File: src/rtl/riscv_defines.sv
// Shared types for the register-file write-back port arbiter.
// Optional DIFT tag bit in the write-back payload: WB_ARB_DIFT_EN.
package riscv_defines;

    localparam int unsigned WB_ADDR_W = 5;
    localparam int unsigned WB_DATA_W = 32;

    // Which producer owns the write port in a given cycle
    typedef enum logic [1:0] {
        WB_SRC_NONE = 2'd0,
        WB_SRC_EX   = 2'd1,
        WB_SRC_LSU  = 2'd2
    } wb_src_e;

    // One register-file write: destination, data and optional taint tag
    typedef struct packed {
        logic [WB_ADDR_W-1:0] waddr;
        logic [WB_DATA_W-1:0] wdata;
`ifdef WB_ARB_DIFT_EN
        logic                 tag;
`endif
    } wb_entry_t;

endpackage

File: src/rtl/riscv_wb_fifo.sv
// Small synchronous FIFO of write-back entries with push/pop/flush and occupancy.
// DEPTH must be a power of two (>= 2) so the pointers wrap naturally.
module riscv_wb_fifo
    import riscv_defines::*;
#(
    parameter  int unsigned DEPTH = 2,
    localparam int unsigned AW    = $clog2(DEPTH),
    localparam int unsigned CW    = $clog2(DEPTH) + 1
) (
    input  logic          clk,
    input  logic          rst_n,
    input  logic          flush_i,
    input  logic          push_i,
    input  wb_entry_t     din_i,
    input  logic          pop_i,
    output wb_entry_t     dout_o,
    output logic [CW-1:0] count_o,
    output logic          full_o,
    output logic          empty_o
);

    logic [AW-1:0] wr_ptr_q, wr_ptr_d;
    logic [AW-1:0] rd_ptr_q, rd_ptr_d;
    logic [CW-1:0] count_q, count_d;
    wb_entry_t     mem_q [DEPTH];
    wb_entry_t     mem_d [DEPTH];
    logic          do_push;
    logic          do_pop;

    assign full_o  = (count_q == CW'(DEPTH));
    assign empty_o = (count_q == '0);
    assign count_o = count_q;
    assign dout_o  = mem_q[rd_ptr_q];

    // Requests are qualified here as well so the FIFO can never over/underflow
    assign do_push = push_i & ~full_o & ~flush_i;
    assign do_pop  = pop_i & ~empty_o & ~flush_i;

    // Next pointers, occupancy and storage contents
    always_comb begin
        wr_ptr_d = wr_ptr_q;
        rd_ptr_d = rd_ptr_q;
        count_d  = count_q;
        mem_d    = mem_q;
        if (flush_i) begin
            wr_ptr_d = '0;
            rd_ptr_d = '0;
            count_d  = '0;
        end else begin
            if (do_push) begin
                mem_d[wr_ptr_q] = din_i;
                wr_ptr_d        = wr_ptr_q + AW'(1);
            end
            if (do_pop) begin
                rd_ptr_d = rd_ptr_q + AW'(1);
            end
            unique case ({do_push, do_pop})
                2'b10:   count_d = count_q + CW'(1);
                2'b01:   count_d = count_q - CW'(1);
                default: count_d = count_q;
            endcase
        end
    end

    // Control state with synchronous reset
    always_ff @(posedge clk) begin
        if (!rst_n) begin
            wr_ptr_q <= '0;
            rd_ptr_q <= '0;
            count_q  <= '0;
        end else begin
            wr_ptr_q <= wr_ptr_d;
            rd_ptr_q <= rd_ptr_d;
            count_q  <= count_d;
        end
    end

    // Storage needs no reset: occupancy decides what is valid
    always_ff @(posedge clk) begin
        mem_q <= mem_d;
    end

endmodule

File: src/rtl/riscv_wb_port_arbiter.sv
// Shares register-file write port A between buffered EX results and LSU load data.
// LSU wins by default; after STARVE_MAX consecutive LSU wins over a waiting EX
// entry, EX is forced through for one cycle.
// Optional DIFT tag ports and storage: WB_ARB_DIFT_EN.
module riscv_wb_port_arbiter
    import riscv_defines::*;
#(
    parameter  int unsigned FIFO_DEPTH = 2,
    parameter  int unsigned STARVE_MAX = 3,
    localparam int unsigned CNT_W      = $clog2(FIFO_DEPTH) + 1,
    localparam int unsigned STARVE_W   = (STARVE_MAX > 0) ? $clog2(STARVE_MAX + 1) : 1
) (
    input  logic             clk,
    input  logic             rst_n,
    input  logic             ex_valid_i,
    output logic             ex_ready_o,
    input  logic [4:0]       ex_waddr_i,
    input  logic [31:0]      ex_wdata_i,
`ifdef WB_ARB_DIFT_EN
    input  logic             ex_wtag_i,
    input  logic             lsu_wtag_i,
    output logic             rf_wtag_o,
`endif
    input  logic             lsu_valid_i,
    output logic             lsu_ready_o,
    input  logic [4:0]       lsu_waddr_i,
    input  logic [31:0]      lsu_wdata_i,
    input  logic             flush_i,
    output logic             rf_we_o,
    output logic [4:0]       rf_waddr_o,
    output logic [31:0]      rf_wdata_o,
    output logic [CNT_W-1:0] fifo_count_o
);

    wb_entry_t           ex_entry;
    wb_entry_t           lsu_entry;
    wb_entry_t           fifo_head;
    wb_entry_t           rf_entry_q, rf_entry_d;
    logic                rf_we_q, rf_we_d;
    logic [STARVE_W-1:0] starve_q, starve_d;
    logic                fifo_full;
    logic                fifo_empty;
    logic                fifo_nonempty;
    logic                ex_push;
    logic                starve_hit;
    logic                grant_lsu;
    logic                grant_ex;
    wb_src_e             src;

    // Full means no push, even if the head pops in the same cycle
    assign ex_ready_o    = ~fifo_full & ~flush_i;
    // Writes to x0 are acknowledged but never occupy a slot
    assign ex_push       = ex_valid_i & ex_ready_o & (ex_waddr_i != '0);
    assign fifo_nonempty = ~fifo_empty;

    // Pack the producer payloads
    always_comb begin
        ex_entry        = '0;
        ex_entry.waddr  = ex_waddr_i;
        ex_entry.wdata  = ex_wdata_i;
        lsu_entry       = '0;
        lsu_entry.waddr = lsu_waddr_i;
        lsu_entry.wdata = lsu_wdata_i;
`ifdef WB_ARB_DIFT_EN
        ex_entry.tag    = ex_wtag_i;
        lsu_entry.tag   = lsu_wtag_i;
`endif
    end

    riscv_wb_fifo #(
        .DEPTH (FIFO_DEPTH)
    ) u_ex_fifo (
        .clk     (clk),
        .rst_n   (rst_n),
        .flush_i (flush_i),
        .push_i  (ex_push),
        .din_i   (ex_entry),
        .pop_i   (grant_ex),
        .dout_o  (fifo_head),
        .count_o (fifo_count_o),
        .full_o  (fifo_full),
        .empty_o (fifo_empty)
    );

    // Arbitration: LSU first unless a waiting EX entry has been starved too long
    always_comb begin
        starve_hit = (starve_q == STARVE_W'(STARVE_MAX));
        grant_lsu  = lsu_valid_i & ~(fifo_nonempty & starve_hit & ~flush_i);
        grant_ex   = fifo_nonempty & ~grant_lsu & ~flush_i;
        src        = WB_SRC_NONE;
        if (grant_lsu) begin
            src = WB_SRC_LSU;
        end else if (grant_ex) begin
            src = WB_SRC_EX;
        end
    end

    assign lsu_ready_o = grant_lsu;

    // Starve counter and write-port register next state
    always_comb begin
        starve_d   = starve_q;
        rf_we_d    = 1'b0;
        rf_entry_d = rf_entry_q;
        if (flush_i || grant_ex || !fifo_nonempty) begin
            starve_d = '0;
        end else if (grant_lsu && !starve_hit) begin
            starve_d = starve_q + STARVE_W'(1);
        end
        unique case (src)
            WB_SRC_LSU: begin
                rf_we_d    = 1'b1;
                rf_entry_d = lsu_entry;
            end
            WB_SRC_EX: begin
                rf_we_d    = 1'b1;
                rf_entry_d = fifo_head;
            end
            default: begin
                rf_we_d    = 1'b0;
            end
        endcase
    end

    // Registered write port and starve counter
    always_ff @(posedge clk) begin
        if (!rst_n) begin
            rf_we_q    <= 1'b0;
            rf_entry_q <= '0;
            starve_q   <= '0;
        end else begin
            rf_we_q    <= rf_we_d;
            rf_entry_q <= rf_entry_d;
            starve_q   <= starve_d;
        end
    end

    assign rf_we_o    = rf_we_q;
    assign rf_waddr_o = rf_entry_q.waddr;
    assign rf_wdata_o = rf_entry_q.wdata;
`ifdef WB_ARB_DIFT_EN
    assign rf_wtag_o  = rf_entry_q.tag;
`endif

endmodule

File: config.mk
export PLATFORM = sky130hd
export DESIGN_NAME = riscv_wb_port_arbiter
export DESIGN_NICKNAME = d
export VERILOG_FILES = /design/src/rtl/riscv_defines.sv /design/src/rtl/riscv_wb_fifo.sv /design/src/rtl/riscv_wb_port_arbiter.sv
export SDC_FILE = /design/constraint.sdc
export NUM_CORES = 1
export LEC_CHECK = 0
export ABC_AREA = 1
export ABC_CLOCK_PERIOD_IN_PS = 7100
export CORE_MARGIN = 3
export CORE_UTILIZATION = 53
export DETAILED_ROUTE_END_ITERATION = 16
export PLACE_DENSITY = 0.93
export SLEW_MARGIN = 20
export SYNTH_ARGS = -nofsm -noshare
export SYNTH_HDL_FRONTEND = slang
export SYNTH_HIERARCHICAL = 1
export SYNTH_SLANG_ARGS = --single-unit
File: constraint.sdc
create_clock -name clk -period 7.1 [get_ports clk]
set_input_delay 1.42 -clock clk [delete_from_list [all_inputs] [get_ports clk]]
set_output_delay 1.42 -clock clk [all_outputs]
set_load 0.01 [all_outputs]
* Yosys cells after proc, flatten, opt, wreduce, memory -nomap -nowiden
Cells that the tools add are included.
** Storage, ports and cells
- Register bits :: 118
- Output and inout bits :: 42
** Operators by class
- Add/sub/neg operators :: 5
- Order comparisons :: 3
- Eq/ne operators :: 6
- Muxes and demuxes :: 11
- Bitwise logic cells :: 20
- Reduce and logical (&&, ||, !) cells :: 13
** Operators by type and width (count)
- 37-bit 2-to-1 mux :: 4
- 74-bit bitwise mux :: 1
- 37-bit case mux with 2 select lines :: 1
- 37-bit demux with 1-bit select :: 1
- 1-bit bitwise AND :: 12
- 2-bit equality test (second input constant) :: 4
- 1-bit inverter :: 6
- 2-bit OR reduction :: 3
- 5-bit nonzero test :: 1
- 2-bit by 1-bit adder with 2-bit output (second input constant) :: 2
- 2-bit by 1-bit equality test with 1-bit output (second input constant) :: 2
- 2-bit greater-or-equal comparator (second input constant) :: 2
- 1-bit inverter with 2-bit output :: 2
- 2-bit case mux with 2 select lines :: 1
- 2-bit nonzero test :: 2
- 1-bit adder (second input constant) :: 2
- 1-bit logical AND :: 2
- 2-bit logical NOT :: 1
- 1-bit logical OR :: 2
- 2-bit by 1-bit < comparator with 1-bit output (second input constant) :: 1
- 1-bit 2-to-1 mux :: 2
- 2-bit 2-to-1 mux :: 1
- 2-bit AND reduction :: 1
- 2-bit by 1-bit subtractor with 2-bit output (second input constant) :: 1
- 1-bit logical NOT :: 1

* Depth between registers and ports, before layout
Gate-level depths: netlist (run 1).
- Depth in word-level cells :: 14
- Depth in mapped cells :: 15
- Depth with buffers taken out :: 15

* By module
The synthesis (run 1) kept the hierarchy.
** Modules (own cells, without submodules)
- riscv_wb_fifo :: times used 1, cells an instance 232, area each 2934.1 um^2, sequential area each 2302.2 um^2
- riscv_wb_port_arbiter :: times used 1, cells an instance 308, area each 2003.2 um^2, sequential area each 800.8 um^2

* Least setup slack after synthesis (run 1)
Ideal clock, no wire load.
- Kind :: input to register
- Start :: in flush_i
- End :: reg u_ex_fifo/mem_q[37] (netlist bit) (enable)
- Library setup time :: 0.431 ns
- Arrival time :: 3.604 ns
- Path slack :: 3.065 ns
- Cell stages on the path :: 7
- Path buffers :: 0
- Path through :: nor2_1 -> nand3_1 -> inv_1 -> inv_1 -> nor2_1 -> nand2_1 -> nor2_1
** On the way
- Longest elaborated chain between the ends :: 7
** RTL lines
- start: declaration :: RTL line riscv_wb_port_arbiter.sv:28 : input logic flush_i,
- 1-bit inverter (no line)
- 1-bit bitwise AND :: RTL line riscv_wb_port_arbiter.sv:51 : assign ex_ready_o = ~fifo_full & ~flush_i;
- 1-bit bitwise AND (2 in series) :: RTL line riscv_wb_port_arbiter.sv:53 : assign ex_push = ex_valid_i & ex_ready_o & (ex_waddr_i != '0);
- via ex_push :: RTL line riscv_wb_port_arbiter.sv:44 : logic ex_push;
- 1-bit bitwise AND (2 in series) :: RTL line riscv_wb_fifo.sv:36 : assign do_push = push_i & ~full_o & ~flush_i;
- 2-bit AND reduction (no line)
- end signal: assignment :: RTL line riscv_wb_fifo.sv:80 : mem_q <= mem_d;
- end: declaration :: RTL line riscv_wb_fifo.sv:25 : wb_entry_t mem_q [DEPTH];
The timed path passes the listed nets, and every way through them passes these cells.
A chain may end at the register's enable or synchronous reset.

* Worst setup path after layout (run 1)
- Start :: in flush_i
- End :: out lsu_ready_o
** On the way
- Longest elaborated chain between the ends :: 4
** RTL lines
- 1-bit inverter (no line)
- 1-bit bitwise AND :: RTL line riscv_wb_port_arbiter.sv:88 : grant_lsu = lsu_valid_i & ~(fifo_nonempty & starve_hit & ~flush_i);
- 1-bit inverter :: RTL line riscv_wb_port_arbiter.sv:88
- 1-bit bitwise AND :: RTL line riscv_wb_port_arbiter.sv:88
- end: declaration :: RTL line riscv_wb_port_arbiter.sv:25 : output logic lsu_ready_o,
No other way between the ends.

==> results of run 1 <==
[stage by stage]
stage          hold slack, ns  utilization
2_1_floorplan           0.475            -
3_3_place_gp            0.458        0.687
3_5_place_dp            0.462        0.687
4_1_cts                 0.471        0.753
5_1_grt                 0.489        0.754
6_report                0.467        0.754
[sequential cells by signal, summed over array words and instances (netlist names)]
register            cells
u_ex_fifo/count_o       2
u_ex_fifo/wr_ptr_q      1
rf_we_o                 1
u_ex_fifo/rd_ptr_q      1
u_ex_fifo/mem_q        74
starve_q                2
rf_wdata_o             32
rf_waddr_o              5
[layer usage]
layer | routed length, um | part of all wire | track usage
met5 | 0 | 0 | 0
met4 | 452 | 0.034 | 0.108
met3 | 1160 | 0.087 | 0.0589
met2 | 6660 | 0.50 | 0.429
met1 | 5090 | 0.38 | 0.330
[report_power, final]
part / switching, uW / internal (uW)
logic: 66.4 / 76.2
registers: 10.0 / 751
clock network: 286 / 542
total: 362 / 1370
[area by class of cell]
cell class | count | area (um2) | share of cell area
Sequential cell | 118 | 3100 | 0.463
Tap cell | 108 | 135 | 0.0202
Timing Repair Buffer | 126 | 1250 | 0.186
Multi-Input combinational cell | 376 | 1570 | 0.235
Inverter | 14 | 52.6 | 0.00784
Clock inverter | 6 | 60.1 | 0.00896
Clock buffer | 26 | 531 | 0.0792
[worst min-delay path, cell delays in order (launching register included)]
cell and delay [ns]:
dfxtp_1 0.31, nand3_1 0.07, nand2_1 0.05
[placed cells by master (no fill, tap or decap)]
cell type	n
clkbuf_1	3
clkinv_2	2
nor3_1	2
clkinvlp_4	1
o21ai_0	1
nor2_1	15
clkbuf_8	5
bufinv_16	1
nand2_1	267
nand2_2	2
nor2_4	2
xor2_1	2
inv_2	3
inv_1	11
clkbuf_16	18
nor2_2	2
clkdlybuf4s50_1	120
edfxtp_1	74
ha_1	2
nand3_1	76
inv_4	2
dfxtp_1	44
a21oi_1	1
and2_0	1
o21ai_1	1
nand4_1	2
buf_4	6
[cell families after synthesis]
group,after synthesis,synth area share
flops,118,0.628
simple gates,369,0.305
compound gates,3,0.00304
xor+xnor,2,0.00355
fa+ha+maj,2,0.00507
buf+inv,46,0.0550
[how the worst max path moves through the flow]
stage / from / end / slack, ns
2_1_floorplan: flush_i / u_ex_fifo/mem_q[37] / 3.07
3_3_place_gp: lsu_valid_i / lsu_ready_o / 2.02
3_5_place_dp: lsu_valid_i / lsu_ready_o / 1.94
4_1_cts: lsu_valid_i / lsu_ready_o / 1.90
5_1_grt: flush_i / lsu_ready_o / 1.99
6_report: flush_i / lsu_ready_o / 2.12
==> results.toml, run 1 <==
[logic_synthesis]
syn_area_um2 = 4940
async_flop_share = 0
synth.top_cell.area_share = 0.450
ys_seq_elements = 118
synth_common_cells = "268 x nand2_1, 76 x nand3_1, 74 x edfxtp_1, 44 x dfxtp_1, 17 x buf_4"
yosys.area.top_type = "edfxtp_1"
synth_edf_count = 74
syn_area_per_cell_um2 = 9.14
ys_types = 22
yosysMostFrequentCell = "nand2_1"
synthFlopType = "edfxtp_1"
synth_nets = 621
ys_seq_area_frac = 0.628
synth_area_leaders = "edfxtp_1 45%, nand2_1 20%, dfxtp_1 18%"
syn_inst = 540
yosysWarnings = 6

[power]
p_leak_uw = 0.00289
total_power_uw = 1730
peakVddDrop_v = 0.000189
powerDensity_nw_per_um2 = 258

[timing]
skew_ns = 0.00832
slew_headroom = 0.298
setup_viol = 0
tightest_slew_ns = 1.05
drv_slew = 0
fmax_ghz = 0.201
finalSetupTns_ns = 0
setup_slack_ns = 2.12
finalCritPeriodShare = 0.702
grt_setup_unrepaired = "no"
hold_viol = 0
min_period_ns = 4.98

[job]
drv_cap = 0

[layout]
final_cells = 774
fill_cells = 561
area_delta_synth_final_pct = 35.7
fin_nets = 734
layout-drive-gt1-share = 0.0661
diodes = 0
stdcell_area_um2 = 6700

[setup_path]
crit_buf_inv = 3
end_kind = "output pin"
arrival_ns = 3.56
timing.rr.start = "u_ex_fifo/count_o[0]"
crit_path_cell_trace = "clkdlybuf4s50_1, nor2_4, nand2_1, inv_2, nor2_1, clkdlybuf4s50_1"
crit_family = "buffers and inverters"
reg2regPathDepth = 8
worstPathMaxFanout = 40
worst_ep_required_time_ns = 5.68
worstReg2RegEnd = "rf_wdata_o[10]"
regToRegSetupSlack_ns = 4.27
cp_slowest_cell = "nor2_4"
cp.depth = 6
path_class = "in -> out"
critPathLaunchType = "input pin"
crit_path_max_incr_delay_ns = 0.73
cp_common_cell = "clkdlybuf4s50_1"

[route]
drtIter0Drc = 550
viasPerCell = 5.55
postRouteWirelength_mm = 13.4
dr.pass1.iters = 6
vias = 4292
routedWlPerCell_um = 17.3
drc = 0
drtAntennaViolNets = 0

[clocking]
cts.sinks = 118
cts_tree = "yes"
cts_made_buffers = 17
clk_pin_slew_ns = 0.06
clkLatencyLatePin_ns = 0.51
hold_buffers = 0
cts_buffer_depth = 2
cts.repair.resized = 0
ctsRootBufferMaster = "clkbuf_8"
cts_setup_buffers = 0
cts_htree_levels = 4

[global_route]
grt_pass1_vias = 4109
grt_overflow_total = 0
grt_pass1_wl_mm = 20.5
antenna_found_initial = 0
grt_usage = 0.259
grt_max_degree = 41

[hold_path]
whs_path_depth = 2
min-delay-start = "rf_wdata_o[26]"
holdPathEnd = "rf_wdata_o[26]"
min_path_type = "reg -> reg"

[die]
fp.dieH_um = 103
initial_core_util = 0.555
pin_count = 121
core_um2 = 8890
fp.dieW_um = 103
num_rows = 34
dieArea_um2 = 10500

[status]
status = "finished, final reports clean"

[placement]
gp_congestion = 0.918
portBuffers = 120
place_ws_ns = 1.94
dp.cells = 742
dp_hpwl_mm = 8.52
placed_cell_area_um2 = 6110
No activity file was read; power rests on OpenSTA's default activity.
==> run 2: changes to the inputs <==
Settings changed: ABC_CLOCK_PERIOD_IN_PS 7100 to 5000, CORE_UTILIZATION 53 to 49, PLACE_DENSITY 0.93 to 0.87.
Clock period 7.1 ns to 5 ns, I/O delays scaled along.
==> run 2 against run 1 <==
Net effect: clock power increased by 38%; clock skew is essentially flat; routed wire length shrank 6.3%; critical path type unchanged.
==> results.toml, run 2 (same netlist as run 1, synthesis figures left out) <==
[status]
status = "finished, final reports clean"

[layout]
multi_input_area_um2 = 1570
fill_cells = 710
stdcell_area_um2 = 6720
layout-drive-gt1-share = 0.0719
regMostFlops = "u_ex_fifo/mem_q"
final_common_cell = "nand2_1"
diodes = 0
final_cells = 801
ff_latch_area_um2 = 3100
area_delta_synth_final_pct = 36.1
fin_nets = 736
largest_reg_flops = 74
final_cell_mix = "268 x nand2_1, 120 x clkdlybuf4s50_1, 76 x nand3_1, 74 x edfxtp_1, 44 x dfxtp_1"

[global_route]
grt_pass1_vias = 4118
grt_usage = 0.228
grt_pass1_wl_mm = 20.0
grt_overflow_total = 0
antenna_found_initial = 0
grt_max_degree = 41

[placement]
portBuffers = 120
place_ws_ns = 1.25
dp.cells = 769
gp_congestion = 0.846
dp_hpwl_mm = 8.50
placed_cell_area_um2 = 6150

[route]
viasPerCell = 5.20
drtAntennaViolNets = 0
postRouteWirelength_mm = 12.5
routedWlPerCell_um = 15.6
vias = 4163
drtIter0Drc = 280
drc = 0
dr.pass1.iters = 6

[clocking]
hold_buffers = 0
cts.sinks = 118
cts_made_buffers = 17
cts_setup_buffers = 0
clk_pin_slew_ns = 0.06
ctsRootBufferMaster = "clkbuf_8"
cts.repair.resized = 0
cts_htree_levels = 4
cts_tree = "yes"
clkLatencyLatePin_ns = 0.51
cts_buffer_depth = 2

[setup_path]
timing.rr.start = "u_ex_fifo/count_o[0]"
crit_path_end = "lsu_ready_o"
path_class = "in -> out"
cp.depth = 7
startpoint = "lsu_valid_i"
arrival_ns = 2.76
regToRegSetupSlack_ns = 2.34
end_kind = "output pin"
reg2regPathDepth = 10
worstReg2RegEnd = "u_ex_fifo/mem_q[56]"
cp_slowest_cell = "clkdlybuf4s50_1"
crit_family = "buffers and inverters"
crit_path_max_incr_delay_ns = 0.55
worst_ep_required_time_ns = 4.00
crit_buf_inv = 4
critPathLaunchType = "input pin"
crit_path_cell_trace = "clkdlybuf4s50_1, nand2_1, buf_4, nand2_1, inv_2, nor2_1, clkdlybuf4s50_1"
worstPathMaxFanout = 38

[timing]
finalCritPeriodShare = 0.753
setup_slack_ns = 1.24
holdWs_ns = 0.470
drv_slew = 0
finalSetupTns_ns = 0
grt_setup_unrepaired = "no"
fmax_ghz = 0.266
skew_ns = 0.00839
tightest_slew_ns = 1.05
slew_headroom = 0.296
min_period_ns = 3.76
setup_viol = 0
hold_viol = 0

[power]
switchingPower_uw = 564
powerDensity_nw_per_um2 = 360
p_leak_uw = 0.00287
p_clk_frac = 0.472
peakVddDrop_v = 0.000217
seq_power_share = 0.446
combPwrFrac = 0.082
internal_power_uw = 1860
p_sw_frac = 0.233

[die]
dieArea_um2 = 11300
num_rows = 36
core_um2 = 9770
pin_count = 121
fp.dieW_um = 106
fp.dieH_um = 106
initial_core_util = 0.505

[job]
drv_cap = 0

[hold_path]
min_path_type = "reg -> reg"
## run 2: changes by cell type in the layout (fill, tap and decap cells not counted), sizes merged
cell      previous run  this run
clkbuf              26        18
inv                 16        21
clkinvlp             1         5
buf                  6         8
clkinv               2         1
## run 2: tightest hold or removal path, stage by stage, from the launching register on
cell and delay (ns):
dfxtp_1 0.31, nand3_1 0.07, nand2_1 0.05
## run 2: area by class of cell
cell class / instances / area share
flip-flops and latches: 118 / 0.462
multi-input cells: 376 / 0.234
repair buffers: 128 / 0.188
well taps: 133 / 0.0248
clock inverters: 14 / 0.0208
clock buffers: 18 / 0.0637
inverters: 14 / 0.00782
## run 2: worst min-delay path by stage
stage	start	end	cells past startpoint
2_1_floorplan	u_ex_fifo/wr_ptr_q	u_ex_fifo/wr_ptr_q	2
3_3_place_gp	rf_wdata_o[23]	rf_wdata_o[23]	2
3_5_place_dp	rf_wdata_o[19]	rf_wdata_o[19]	2
4_1_cts	rf_wdata_o[19]	rf_wdata_o[19]	2
5_1_grt	rf_wdata_o[17]	rf_wdata_o[17]	2
6_report	rf_wdata_o[1]	rf_wdata_o[1]	2
## run 2: layer usage
metal	routed length, um	up-vias	global-route usage
met1	4990	1952	0.278
li1	-	1986	-
met3	956	20	0.0638
met2	6350	205	0.384
met5	0	-	0
met4	233	0	0.0860
## run 2: metrics by stage
| step | utilization | power, uW |
|---|---|---|
| global placement | 0.630 | 1290 |
| floorplan | - | 1170 |
| detailed placement | 0.630 | 1300 |
| CTS | 0.688 | 2440 |
| global route | 0.688 | 2500 |
| finish | 0.688 | 2420 |
## run 2: power by group through the flow
stage,combinational [uW],sequential (uW),clock (uW)
3_5_place_dp,197,1100,0
3_3_place_gp,192,1100,0
6_report,199,1080,1140
4_1_cts,199,1080,1160
2_1_floorplan,66.4,1110,0
5_1_grt,216,1080,1210
==> run 3: changes to the inputs <==
Settings changed: ABC_CLOCK_PERIOD_IN_PS 5000 to 3150, CORE_UTILIZATION 49 to 45, PLACE_DENSITY 0.87 to 0.85.
Clock period 5 ns to 3.15 ns, I/O delays scaled along.
==> run 3 against run 2 <==
Net effect: sequential cell count is the same; critical path depth shrank 1; combinational power grew 60%; cell area grew 0.80%; die area grew 8.4%; core utilization shrank 4.3 points; global-route usage shrank 2.5 points; via count shrank 1.1%; critical endpoint unchanged; sequential share of layout area shrank 0.37 points; clock power grew 61%; setup slack lost 0.83 ns; clock-buffer cell count shrank 1.
==> results.toml, run 3 (same netlist as run 1, synthesis figures left out) <==
[setup_path]
cp_common_cell = "clkdlybuf4s50_1"
reg2regPathDepth = 11
worst_ep_required_time_ns = 2.52
path_class = "in -> out"
crit_path_max_incr_delay_ns = 0.61
crit_path_cell_trace = "clkdlybuf4s50_1, nor2_4, nand2_1, inv_2, nor2_1, clkdlybuf4s50_1"
worstReg2RegEnd = "u_ex_fifo/mem_q[56]"
cp_slowest_cell = "clkdlybuf4s50_1"
end_kind = "output pin"
timing.rr.start = "u_ex_fifo/count_o[0]"
critPathLaunchType = "input pin"
arrival_ns = 2.12
regToRegSetupSlack_ns = 0.91
worstPathMaxFanout = 6

[power]
p_leak_uw = 0.00290
combPwrFrac = 0.083
p_sw_frac = 0.238
peakVddDrop_v = 0.000418
powerDensity_nw_per_um2 = 571
switchingPower_uw = 922
total_power_uw = 3870
internal_power_uw = 2950
p_clk_frac = 0.474
seq_power_share = 0.443

[layout]
regMostFlops = "u_ex_fifo/mem_q"
final_common_cell = "nand2_1"
largest_reg_flops = 74
diodes = 0
layout-drive-gt1-share = 0.0760
final_cell_mix = "268 x nand2_1, 120 x clkdlybuf4s50_1, 76 x nand3_1, 74 x edfxtp_1, 44 x dfxtp_1"
fin_nets = 739
stdcell_area_um2 = 6780
fill_cells = 786
area_delta_synth_final_pct = 37.2

[clocking]
cts_setup_buffers = 0
hold_buffers = 0
clk_pin_slew_ns = 0.06
cts_tree = "yes"
clkLatencyLatePin_ns = 0.51
cts_buffer_depth = 2
cts_made_buffers = 17
cts.repair.resized = 0
cts_htree_levels = 4
cts.sinks = 118
ctsRootBufferMaster = "clkbuf_8"

[timing]
tightest_slew_ns = 0.649
finalCritPeriodShare = 0.872
hold_viol = 0
fmax_ghz = 0.364
grt_setup_unrepaired = "no"
setup_slack_ns = 0.404
drv_slew = 0
skew_ns = 0.00590
setup_viol = 0
finalSetupTns_ns = 0
slew_headroom = 0.567
min_period_ns = 2.75

[route]
routedWlPerCell_um = 15.3
drtIter0Drc = 273
postRouteWirelength_mm = 12.4
viasPerCell = 5.10
vias = 4118
drtAntennaViolNets = 0
dr.pass1.iters = 5
drc = 0

[die]
num_rows = 37
fp.dieH_um = 111
dieArea_um2 = 12300
pin_count = 121
core_um2 = 10500
fp.dieW_um = 111
initial_core_util = 0.470

[global_route]
grt_overflow_total = 0
grt_usage = 0.203
grt_max_degree = 40
grt_pass1_wl_mm = 19.8
antenna_found_initial = 0
grt_pass1_vias = 3983

[job]
drv_cap = 0

[hold_path]
whs_path_depth = 2
holdPathEnd = "rf_wdata_o[24]"
min_path_type = "reg -> reg"
min-delay-start = "rf_wdata_o[24]"

[placement]
placed_cell_area_um2 = 6200
portBuffers = 120
dp_hpwl_mm = 8.54
place_ws_ns = 0.417
gp_congestion = 0.818

[status]
status = "finished, final reports clean"
run 3: area by class of cell:
type | instances | area (um2) | area share
multi-input combinational | 376 | 1570 | 0.232
tap | 136 | 170 | 0.0251
sequential | 118 | 3100 | 0.458
timing repair buffer | 131 | 1310 | 0.193
clock inverter | 15 | 156 | 0.0231
clock buffer | 17 | 414 | 0.0611
inverter | 14 | 52.6 | 0.00776
run 3: critical path, delay by kind of cell:
kind | cells | cell delay, ns
buffers and inverters | 3 | 1.20
AND/OR/NAND/NOR | 3 | 0.28
run 3: power by group through the flow:
stage / clock [uW] / sequential (uW) / combinational, uW
2_1_floorplan: 0 / 1760 / 106
3_3_place_gp: 0 / 1740 / 312
3_5_place_dp: 0 / 1750 / 318
4_1_cts: 1860 / 1710 / 321
5_1_grt: 1950 / 1720 / 346
6_report: 1830 / 1710 / 319
run 3: worst max-delay path by stage:
stage | start | to | slack, ns | cells after the start
global placement | flush_i | lsu_ready_o | 0.42 | 6
global route | lsu_valid_i | lsu_ready_o | 0.33 | 6
detailed placement | flush_i | lsu_ready_o | 0.42 | 6
floorplan | u_ex_fifo/count_o[0] | u_ex_fifo/mem_q[37] | 0.49 | 10
finish | flush_i | lsu_ready_o | 0.40 | 6
CTS | flush_i | lsu_ready_o | 0.42 | 6
run 3: routing by layer:
layer | GRT usage | share of wire | vias to the layer above
met2 | 0.337 | 0.51 | 169
met1 | 0.251 | 0.40 | 1937
met3 | 0.0584 | 0.076 | 14
met4 | 0.0755 | 0.016 | 0
li1 | - | - | 1998
met5 | 0 | 0 | -
run 3: stage by stage:
| stage | util | hold WS, ns | std cells |
|---|---|---|---|
| after floorplan | - | 0.491 | 540 |
| after global placement | 0.590 | 0.459 | 775 |
| after global routing | 0.645 | 0.488 | 807 |
| after CTS | 0.645 | 0.473 | 807 |
| final | 0.645 | 0.468 | 807 |
| after detailed placement | 0.590 | 0.463 | 775 |
